--- src/rtl/qam_top.sv ---
// Streaming QAM symbol mapper: splits a 32-bit word MSB-first into k-bit
// symbols and Gray-maps each symbol onto signed {I,Q} amplitudes.
module qam_top #(
    parameter int AMP = 1024
) (
    input  logic        clk,
    input  logic        rst,
    input  logic [31:0] signal_in,
    input  logic [2:0]  qam,
    output logic [31:0] signal_out,
    output logic        ready,
    output logic        valid,
    output logic        error
);

    typedef enum logic {
        IDLE,
        BUSY
    } state_t;

    state_t      r_state;
    state_t      w_nextState;
    logic [31:0] r_shift;
    logic [2:0]  r_qam;
    logic [3:0]  r_count;
    logic [31:0] r_out;
    logic        r_valid;
    logic        r_error;

    logic [3:0]  w_lastIdx;
    logic        w_atLast;
    logic        w_ready;
    logic        w_qamOk;

    // Bits per symbol for a constellation code; invalid codes never shift.
    function automatic logic [3:0] bitsPerSymbol(input logic [2:0] q);
        case (q)
            3'd0:    return 4'd2;
            3'd1:    return 4'd4;
            3'd2:    return 4'd6;
            3'd3:    return 4'd8;
            default: return 4'd0;
        endcase
    endfunction

    // Index of the final symbol in a word (N-1), so a 4-bit counter suffices.
    function automatic logic [3:0] lastIndex(input logic [2:0] q);
        case (q)
            3'd0:    return 4'd15;
            3'd1:    return 4'd7;
            3'd2:    return 4'd4;
            3'd3:    return 4'd3;
            default: return 4'd0;
        endcase
    endfunction

    // Gray code (zero-extended to 4 bits) to amplitude (2*b-(L-1))*AMP.
    function automatic logic [15:0] level(input logic [3:0] code,
                                          input logic [3:0] lm1);
        logic [3:0] b;
        b = code ^ (code >> 1) ^ (code >> 2) ^ (code >> 3);
        return 16'((2 * int'(b) - int'(lm1)) * AMP);
    endfunction

    // Split the top k bits of sym into I (upper half) and Q (lower half) codes.
    function automatic logic [31:0] mapSymbol(input logic [7:0] sym,
                                              input logic [2:0] q);
        logic [3:0] iCode;
        logic [3:0] qCode;
        logic [3:0] lm1;
        iCode = 4'd0;
        qCode = 4'd0;
        lm1   = 4'd0;
        case (q)
            3'd0: begin
                iCode = {3'b000, sym[7]};
                qCode = {3'b000, sym[6]};
                lm1   = 4'd1;
            end
            3'd1: begin
                iCode = {2'b00, sym[7:6]};
                qCode = {2'b00, sym[5:4]};
                lm1   = 4'd3;
            end
            3'd2: begin
                iCode = {1'b0, sym[7:5]};
                qCode = {1'b0, sym[4:2]};
                lm1   = 4'd7;
            end
            3'd3: begin
                iCode = sym[7:4];
                qCode = sym[3:0];
                lm1   = 4'd15;
            end
            default: begin
                iCode = 4'd0;
                qCode = 4'd0;
                lm1   = 4'd0;
            end
        endcase
        return {level(iCode, lm1), level(qCode, lm1)};
    endfunction

    assign w_lastIdx = lastIndex(r_qam);
    assign w_atLast  = (r_count == w_lastIdx);
    assign w_qamOk   = !qam[2];
    assign w_ready   = !rst && ((r_state == IDLE) || ((r_state == BUSY) && w_atLast));

    // State register; reset always returns to IDLE and drops any burst.
    always_ff @(posedge clk) begin
        if (rst) begin
            r_state <= IDLE;
        end else begin
            r_state <= w_nextState;
        end
    end

    // Next state: a load with a valid code starts or continues a burst.
    always_comb begin
        w_nextState = r_state;
        if (w_ready) begin
            w_nextState = w_qamOk ? BUSY : IDLE;
        end
    end

    // Datapath: load emits symbol 0 at once, BUSY emits the following symbols.
    always_ff @(posedge clk) begin
        if (rst) begin
            r_shift <= 32'd0;
            r_qam   <= 3'd0;
            r_count <= 4'd0;
            r_out   <= 32'd0;
            r_valid <= 1'b0;
            r_error <= 1'b0;
        end else if (w_ready) begin
            r_qam   <= qam;
            r_count <= 4'd0;
            if (w_qamOk) begin
                r_error <= 1'b0;
                r_valid <= 1'b1;
                r_out   <= mapSymbol(signal_in[31:24], qam);
                r_shift <= signal_in << bitsPerSymbol(qam);
            end else begin
                r_error <= 1'b1;
                r_valid <= 1'b0;
                r_out   <= 32'd0;
                r_shift <= signal_in;
            end
        end else if (r_state == BUSY) begin
            r_count <= r_count + 4'd1;
            r_valid <= 1'b1;
            r_out   <= mapSymbol(r_shift[31:24], r_qam);
            r_shift <= r_shift << bitsPerSymbol(r_qam);
        end else begin
            r_valid <= 1'b0;
            r_out   <= 32'd0;
        end
    end

    assign signal_out = r_out;
    assign ready      = w_ready;
    assign valid      = r_valid;
    assign error      = r_error;

endmodule

--- config.mk ---
export PLATFORM = sky130hd
export DESIGN_NAME = qam_top
export DESIGN_NICKNAME = d
export VERILOG_FILES = /design/src/rtl/qam_top.sv
export SDC_FILE = /design/constraint.sdc
export NUM_CORES = 1
export LEC_CHECK = 0
export BUFFER_PORTS_ARGS = -buffer_cell sky130_fd_sc_hd__buf_2
export CAP_MARGIN = 20
export CORE_MARGIN = 8
export CORE_UTILIZATION = 54
export DETAILED_ROUTE_END_ITERATION = 16
export HOLD_SLACK_MARGIN = 0.05
export PLACE_DENSITY = 0.78
export SLEW_MARGIN = 30
export SYNTH_ARGS = -nofsm -noshare
export SYNTH_HDL_FRONTEND = slang
export SYNTH_SLANG_ARGS = --single-unit
--- constraint.sdc ---
create_clock -name clk -period 2.6 [get_ports clk]
set_clock_uncertainty 0.2 [all_clocks]
set_input_delay 0.39 -clock clk [delete_from_list [all_inputs] [get_ports clk]]
set_output_delay 0.39 -clock clk [all_outputs]
set_load 0.01 [all_outputs]
==> run metrics <==
CP peak stage delay 0.39 ns; Synth area leaders dfxtp_1, mux2i_1, mux4_2; area of the core 9774 um2; Syn-to-layout area delta 12.04%; slowest cell on the critical path dfxtp_4; Fillers 887; Routability Congestion 0.9296; Multi-input gate area 3913 um2; CP Data Required Time 2.62 ns; Worst Path Buf+Inv 0; top-count cell post-synth nand2_1; layout cell share with drive strength beyond 1 26.92%; Die Height 116.3 um; Setup Viol. Count Final 0; largest net degree at the start of global routing 39; initial antenna violation count 0; worst vdd ir 0.2584 mV; Sink Count 52; R2R depth 10; initial core utilization 55.62%; Highest Clock Rate 0.3929 GHz; max_cap viols 0; most frequent CP cell a21o_1; Static Leak 2.569 nW; post-synthesis sequential area ratio 19.15%; fin nets 743; HPWL reported at the end of detailed placement 12570 um; final wirelength 16950 um; crit start category register; data arrival time of the worst path 2.57 ns; H-tree level count 2; CTS root buffer clkbuf_8; via count 5439; WL per Instance 20.57 um; Post-DRT Antenna Nets 0; Core Util, Final 62.31%; outcome finished clean; syn avg cell area 8.616 um2; critical path cell sequence xnor2_1 > a211oi_2 > xor2_1 > xnor2_2 > ha_1 > a21o_1 > a21o_1 > nand2_1 > nand4_1 > o32ai_1; crit-path max FO 6; Reg area 1057 um2; setup ws final 0.05482 ns; Post-CTS Hold Buffers 0; synthesized cell area 5436 um2; CP Class reg2reg; synthesized flop and latch total 52; Cells after Synth 631; Setup WS pre-CTS -0.05877 ns; vias in the first global route 5109; first-pass GRT wire length 26970 um; hold path cells 3; clk slew on worst S/H paths 0.10 ns; Crit path depth 10; CP endpoint kind register; dpl cells 812; crit path time final 2.545 ns; CTS Buf Count 5; DRC 0; crit share post-route 97.89%; grt ovf 0; initial DRC count 565; die area 13530 um2; Slew @ Worst Pin 0.6682 ns; Post-DP Area 5917 um2; Pins Over Slew Limit 0; total design power 3.235 mW; synth unique cells 74; total track usage 25.01%; top-area cell type share of the netlist area 19.15%; Final Hold Fails 0; post-synth top area cell dfxtp_1; PortBufs 51; Ant. Diodes 0; synth warn 0; Worst Hold Class in2reg; clock latency on the worst-skew pair 0.32 ns; first drt pass iteration count 7; Top FF cell, synth dfxtp_1; CTS tree yes; fin area 6091 um2; ys async rst share 0%; top cells by count, synth nand2_1, mux2i_1, dfxtp_1, nor2_1; post-route non-filler standard cell count 824; row cnt 36; # IOs 72; crit-path leading delay family compound AO/OA/AOI/OAI gates; Post-synth EDFFs 0; DR vias/cell 6.601; relative slew slack 55.41%; Die Wd 116.3 um; Longest Clk Path Bufs 2; PD cells 531.1 nW/um2
==> kinds of logic (layout without fill, tap and decap cells) <==
| kind of cell | count (synthesis) | in the layout | synth area share [%] |
|---|---|---|---|
| AO/OA/AOI/OAI | 184 | 184 | 25.36 |
| AND/OR/NAND/NOR | 169 | 169 | 16.46 |
| buffers and inverters | 100 | 141 | 11.09 |
| multiplexers | 80 | 80 | 19.17 |
| flip-flops | 52 | 52 | 19.15 |
| XOR/XNOR | 30 | 30 | 4.971 |
| adder cells (fa/ha/maj) | 15 | 15 | 3.729 |
| other | 1 | 20 | 0.06898 |
==> registers in the layout (all words and copies together), names as in the netlist <==
name	count
r_shift	32
signal_out	11
r_count	4
r_qam	3
r_state	1
valid	1
==> power breakdown <==
group / internal (mW) / switching, mW
clock network: 0.188 / 0.296
logic: 0.758 / 0.943
registers: 0.932 / 0.117
total: 1.88 / 1.36
==> placed cells by master (no fill, tap or decap), types with 7 or more instances in the layout <==
cell / count
a2111oi_0: 8
a211oi_1: 22
a21o_1: 7
a21oi_1: 25
a221oi_1: 9
a311oi_1: 8
and2_1: 8
and3_1: 7
buf_2: 51
buf_4: 63
conb_1: 20
dfxtp_1: 45
ha_1: 13
inv_1: 14
mux2i_1: 58
mux4_2: 19
nand2_1: 60
nand3_1: 14
nand4_1: 7
nor2_1: 28
nor3_1: 9
nor3b_1: 8
o211ai_1: 8
o21ai_0: 23
o22ai_1: 15
o32ai_1: 7
xnor2_1: 15
xor2_1: 13
==> metrics by stage <==
step | setup TNS [ns] | hold WS [ns]
final | 0 | 0.1862
after global routing | -0.07528 | 0.1928
after CTS | 0 | 0.1826
after detailed placement | -0.2087 | 0.2984
after global placement | -0.08429 | 0.2519
after floorplan | -0.004266 | 0.2366
==> final cells by class <==
class | instances | share of cell area, %
multi-input combinational | 498 | 64.24
sequential | 52 | 17.36
timing repair buffer | 119 | 13.35
tap | 133 | 2.732
clock buffer | 5 | 1.130
inverter | 15 | 0.9244
clock inverter | 2 | 0.2671
==> path summary, 6_finish.rpt <==
check,startpoint,endpoint,slack [ns]
hold / removal,signal_in[20],r_shift[20],0.19
setup reg to reg,r_shift[27],signal_out[15],0.05
hold reg to reg,r_count[0],r_count[0],0.32
setup / recovery,r_shift[27],signal_out[15],0.05
==> worst min-delay path, delay by kind of cell <==
family                 cells  cell delay [ns]
buffers and inverters      1             0.13
AOI/OAI and AO/OA          1             0.08
and+or+nand+nor            1             0.06
==> routing by layer <==
metal | part of all wire [%] | GRT usage [%] | vias to the layer above
li1 | - | - | 2479
met1 | 42 | 34.06 | 2587
met2 | 46 | 39.68 | 342
met3 | 9.9 | 4.137 | 31
met4 | 1.9 | 7.260 | 0
met5 | 0 | 0 | -
==> timing repair <==
action	CTS	global route
gates resized for setup	3	16
endpoints found under the setup margin	8	11
pin swaps	0	4
setup buffers	0	5
Note: power is estimated with default switching activity, not from simulation.
